File: config.mk
export PLATFORM = sky130hd
export DESIGN_NAME = alu_sat_stage
export DESIGN_NICKNAME = d
export VERILOG_FILES = /design/src/rtl/alu_sat_stage.sv
export SDC_FILE = /design/constraint.sdc
export NUM_CORES = 1
export LEC_CHECK = 0
export CORE_MARGIN = 2
export CORE_UTILIZATION = 44
export DETAILED_ROUTE_END_ITERATION = 10
export PLACE_DENSITY = 0.95
export SLEW_MARGIN = 15
export SYNTH_ARGS = -nofsm -noshare
export SYNTH_HDL_FRONTEND = slang
export SYNTH_SLANG_ARGS = --single-unit
export TNS_END_PERCENT = 50
File: constraint.sdc
create_clock -name clk -period 2.5 [get_ports clk]
set_input_delay 0.25 -clock clk [delete_from_list [all_inputs] [get_ports clk]]
set_output_delay 0.25 -clock clk [all_outputs]
set_load 0.02 [all_outputs]
File: src/rtl/alu_sat_stage.sv
// Saturating output stage behind the 16-bit adder: clamps ADD/SUB/PADDSB results,
// holds one result in a valid/ready register and commits Z/V/N flags on handoff.
module alu_sat_stage (
    input  logic        clk,
    input  logic        rst,
    input  logic        in_valid,
    output logic        in_ready,
    input  logic [15:0] a,
    input  logic [15:0] b,
    input  logic [15:0] sum,
    input  logic        padd,
    input  logic        sub,
    input  logic        red,
    input  logic        flush,
    output logic        out_valid,
    input  logic        out_ready,
    output logic [15:0] result,
    output logic        flag_z,
    output logic        flag_v,
    output logic        flag_n
);

    localparam int unsigned W       = 16;
    localparam int unsigned NIB_W   = 4;
    localparam int unsigned NIBBLES = W / NIB_W;
    localparam int unsigned FLAGS_W = 3;
    localparam int unsigned FZ      = 2;
    localparam int unsigned FV      = 1;
    localparam int unsigned FN      = 0;

    logic               out_valid_q, out_valid_d;
    logic [W-1:0]       result_q, result_d;
    logic [FLAGS_W-1:0] pend_q, pend_d;
    logic [FLAGS_W-1:0] mask_q, mask_d;
    logic [FLAGS_W-1:0] flags_q, flags_d;

    logic               op_red;
    logic               op_sub;
    logic [W-1:0]       b_eff;
    logic               word_ovf;
    logic [W-1:0]       word_sat;
    logic [W-1:0]       nib_sat;
    logic [W-1:0]       sat_res;
    logic [FLAGS_W-1:0] new_pend;
    logic [FLAGS_W-1:0] new_mask;
    logic               capture;
    logic               handoff;

    // Decode priority padd > red > sub > add; saturate the incoming sum.
    always_comb begin
        op_red   = !padd && red;
        op_sub   = !padd && !red && sub;
        b_eff    = op_sub ? ~b : b;
        word_ovf = (a[W-1] == b_eff[W-1]) && (sum[W-1] != a[W-1]);
        word_sat = sum;
        if (word_ovf) begin
            word_sat = a[W-1] ? 16'h8000 : 16'h7FFF;
        end

        nib_sat = sum;
        for (int i = 0; i < int'(NIBBLES); i++) begin
            if ((a[NIB_W*i+3] == b[NIB_W*i+3]) && (sum[NIB_W*i+3] != a[NIB_W*i+3])) begin
                nib_sat[NIB_W*i +: NIB_W] = a[NIB_W*i+3] ? 4'h8 : 4'h7;
            end
        end

        sat_res  = word_sat;
        new_pend = '0;
        new_mask = '0;
        if (padd) begin
            sat_res = nib_sat;
        end else if (op_red) begin
            sat_res      = sum;
            new_pend[FZ] = (sum == '0);
            new_mask     = 3'b100;
        end else begin
            new_pend[FZ] = (word_sat == '0);
            new_pend[FV] = word_ovf;
            new_pend[FN] = word_sat[W-1];
            new_mask     = 3'b111;
        end
    end

    assign in_ready = !out_valid_q || out_ready;
    assign handoff  = out_valid_q && out_ready && !flush;
    assign capture  = in_valid && in_ready && !flush;

    // Next-state for the pipeline register and the architectural flags.
    always_comb begin
        out_valid_d = out_valid_q;
        result_d    = result_q;
        pend_d      = pend_q;
        mask_d      = mask_q;
        flags_d     = flags_q;

        if (handoff) begin
            for (int i = 0; i < int'(FLAGS_W); i++) begin
                if (mask_q[i]) begin
                    flags_d[i] = pend_q[i];
                end
            end
        end

        if (capture) begin
            out_valid_d = 1'b1;
            result_d    = sat_res;
            pend_d      = new_pend;
            mask_d      = new_mask;
        end else if (handoff || flush) begin
            out_valid_d = 1'b0;
        end
    end

    always_ff @(posedge clk) begin
        if (rst) begin
            out_valid_q <= 1'b0;
            result_q    <= '0;
            pend_q      <= '0;
            mask_q      <= '0;
            flags_q     <= '0;
        end else begin
            out_valid_q <= out_valid_d;
            result_q    <= result_d;
            pend_q      <= pend_d;
            mask_q      <= mask_d;
            flags_q     <= flags_d;
        end
    end

    assign out_valid = out_valid_q;
    assign result    = result_q;
    assign flag_z    = flags_q[FZ];
    assign flag_v    = flags_q[FV];
    assign flag_n    = flags_q[FN];

endmodule

# After elaboration in Yosys (flattened, before gate mapping)
# Cells that the tools add are included.
[word_totals] ff_bits=26 inputBits=56 output_inout_bits=21 elab_cells=61
[op_classes] n_eq_ne=9 mux=20 n_bitwise=1 reduce_logical=24
[ops] operator="$mux 16" n=5
[ops] operator="$logic_not 16->1" n=2
[ops] operator="$mux 4" n=8
[ops] operator="$not 16->16" n=1
[ops] operator="$logic_and 1x1->1" n=12
[ops] operator="$mux 3" n=2
[ops] operator="$reduce_and 2->1" n=3
[ops] operator="$eq 1x1->1" n=5
[ops] operator="$logic_not 1->1" n=4
[ops] operator="$mux 2" n=2
[ops] operator="$ne 1x1->1" n=4
[ops] operator="$mux 1" n=3
[ops] operator="$logic_or 1x1->1" n=2
[ops] operator="$reduce_bool 2->1" n=1

# Depth between registers and ports, before layout
[depth] word_depth=10 mapped_depth=6 mapped_depth_nobuf=5

# Worst setup path before layout
# No wires, ideal clock.
[synth_path] kind="flip-flop to flip-flop" from="reg out_valid_q (netlist: out_valid)" to="reg result_q[0] (netlist: result[0])" setup_time_ns=0.135 arrival_ns=1.353 t_required_ns=2.365 setup_slack_ns=1.012 stages_incl_launch_ff=7 path_buffers=1 synth_period_minus_slack_ns=1.488 cell_sequence="dfxtp_1 and2b_1 inv_1 nand3b_2 a21oi_4 buf_8 a41oi_2"
[synth_between] elab_chain_cells=4
[synth_rtl] item="start: declaration" line_no="31" source="logic out_valid_q, out_valid_d;"
[synth_rtl] item="start signal: assignment" line_no="122" source="out_valid_q <= out_valid_d;"
[synth_rtl] item="$logic_not 1->1" line_no="84" source="assign in_ready = !out_valid_q || out_ready;"
[synth_rtl] item="$logic_or 1x1->1" line_no="84"
[synth_rtl] item="named net in_ready" line_no="7" source="output logic in_ready,"
[synth_rtl] item="$logic_and 1x1->1 (2 in a row)" line_no="86" source="assign capture = in_valid && in_ready && !flush;"
[synth_rtl] item="end signal: assignment" line_no="123" source="result_q <= result_d;"
[synth_rtl] item="end: declaration" line_no="32" source="logic [W-1:0] result_q, result_d;"
# The timed path passes the listed nets, and every way through them passes these cells.
# A chain may end at the register's enable or synchronous reset.

# Final worst setup path
[layout_path] from="in out_ready" to="out in_ready"
[layout_between] elab_chain_cells=1
[layout_rtl] item="start: declaration" line_no="16" source="input logic out_ready,"
[layout_rtl] item="$logic_or 1x1->1" line_no="84"
[layout_rtl] item="end: declaration" line_no="7"
# Every way passes these cells.

==> results_dict.tcl <==
set metrics [dict create \
    outcome "finished, final reports clean" \
    synth_top_family_by_area "compound AO/OA/AOI/OAI gates" \
    cts_tree "yes" \
    netlist.area_leader.share_pct 31.4 \
    synth_area_leader_cell "dfxtp_1" \
    dieArea_um2 4120 \
    drive_above_1_share_pct 10.5 \
    grt_start_max_net_pins 26 \
    rsz0062_at_grt "false" \
    finish.net_count 295 \
    yosys.area_share.simple_pct 28.0 \
    clk_pin_slew_ns 0.14 \
    power_density_nw_per_um2 415 \
    drt_iter0_drc 120 \
    insertion_delay_ns 0.32 \
    fp.dieH_um 64.2 \
    synthMuxAreaShare_pct 0 \
    grt_pass1_wl_um 7070 \
    avgSynthCellArea_um2 8.34 \
    cts_setup_buffers 0 \
    synth_xor_area_share_pct 1.02 \
    post-place-ws_ns 0.343 \
    crit_arrival_ns 1.61 \
    hold_path_class "flop to flop" \
    grt_overflow 0 \
    routed_via_density 5.74 \
    period_minus_slack_ns 1.86 \
    synth_fa_ha_area_share_pct 0.628 \
    crit_type "input port to primary output" \
    die_w_um 64.2 \
    post_cts_resized 0 \
    drcViolationCount 0 \
    relSlewSlack_pct 67.0 \
    cts.sinks 25 \
    wire_per_inst_um 14.3 \
    power_mw 0.890 \
    fin_util_pct 62.8 \
    min-delay-start "flags_q[1]$_SDFFE_PP0P_" \
    critPathMaxFanout 3 \
    numPortBuffers 52 \
    gp_congestion 0.803 \
    yosysMostFrequentCell "nand2_1" \
    endpoint_kind "primary output" \
    p_leak_nw 0.740 \
    required_ns 2.25 \
    synth_cells 191 \
    tightestPinTransition_ns 0.494 \
    cts_inserted_buffers 3 \
    start_util_pct 46.6 \
    regToRegSetupSlack_ns 0.87 \
    slew_viol_final 0 \
    finalClockSkew_ns 0.00685 \
    diodes 0 \
    synth_compound_area_share_pct 33.6 \
    cts_root_buffer "clkbuf_4" \
    fp.coreArea_um2 3420 \
    synth_commonest_cells "nand2_1 (28), dfxtp_1 (25), o21ai_0 (16)" \
    syn_to_final_growth_pct 34.7 \
    finalSetupViolations 0 \
    io_pins 77 \
    vias 1629 \
    async_flop_share_pct 0 \
    drv_cap 0 \
    hold_ws_ns 0.466 \
    max_freq_mhz 536 \
    syn_area_um2 1590 \
    start_kind "input port" \
    drt_wl_total_um 4070 \
    drtAntennaViolNets 0 \
    ys_types 40 \
    hold_viol 0 \
    synthTopCellsByArea "dfxtp_1 (31%), a41oi_2 (9.2%), nand2_1 (6.6%)" \
    synth_edf_count 0 \
    ir_drop_uv 248 \
    syn_nets 247 \
    track_usage_pct 21.1 \
    drtPass1Iterations 5 \
    rows 21 \
    postCtsHoldBufs 0 \
    clockBufferDepth 2 \
    dp_hpwl_um 3020 \
    crit_start "out_ready" \
    seq_area_frac_synth_pct 31.4 \
    htreeDepth 1 \
    antenna_found_initial 0 \
    setup_tns_ns 0 \
    ys.flop_type "dfxtp_1" \
    fin_ws_ns 0.636 \
    reg2reg_from "out_valid$_SDFFE_PP0P_" \
    yosys_register_bits 25 \
    ys_warn_count 0 \
    grt_pass1_vias 1546 \
    period_share_pct 74.6 \
]
critical path, cell delays in order:
cell	delay, ns
clkdlybuf4s50_1	0.46
and2b_1	0.21
inv_1	0.09
clkdlybuf4s50_1	0.60
routing by layer:
metal	share of wire, %	global-route usage, %	vias to the layer above
met2	48	34.6	65
met1	44	28.1	757
met4	0.84	5.05	0
li1	-	-	803
met5	0	0	-
met3	7.3	4.75	4
report_power, final:
part / switching (mW) / internal, mW
sequential: 0.0113 / 0.420
clock: 0.125 / 0.0612
combinational: 0.144 / 0.129
sequential cells by signal, summed over array words and instances, names as in the netlist:
| register | count |
|---|---|
| result | 16 |
| mask_q | 2 |
| pend_q | 3 |
| out_valid | 1 |
| flags_q | 3 |
layout make-up:
class / instances / area, um2
multi-input combinational: 152 / 1010
timing repair buffer: 55 / 543
clock buffer: 3 / 22.5
tap: 46 / 57.6
sequential: 25 / 500
clock inverter: 1 / 7.51
inverter: 2 / 7.51
fill: 302 / 1270
cell families (layout without fill, tap and decap cells):
| group | Yosys count | after routing |
|---|---|---|
| AND/OR/NAND/NOR | 86 | 86 |
| AO/OA/AOI/OAI | 64 | 64 |
| flip-flops | 25 | 25 |
| buffers and inverters | 14 | 61 |
| adder cells (fa/ha/maj) | 1 | 1 |
| XOR/XNOR | 1 | 1 |
final timing paths:
| check | to | cells after the start |
|---|---|---|
| setup / recovery | in_ready | 4 |
| hold / removal | flags_q[1]$_SDFFE_PP0P_ | 2 |
| setup reg to reg | result[2]$_SDFFE_PP0P_ | 5 |
| hold reg to reg | flags_q[1]$_SDFFE_PP0P_ | 2 |
stage by stage:
stage,area [um2],cells
final,2150,284
after global routing,2150,284
after CTS,2150,284
after detailed placement,2120,280
after global placement,2120,280
after floorplan,1590,191
cells in the final DEF (no fill, tap or decap), types with 4 or more instances in the layout:
cell type / instances
a41oi_2: 9
o21bai_1: 9
a21oi_1: 11
dfxtp_1: 25
clkdlybuf4s50_1: 52
nand3_1: 15
nor2_1: 12
o21ai_0: 16
nand2b_1: 5
nor3_1: 4
nand2_1: 28
Power figures use the tool's default switching activity.
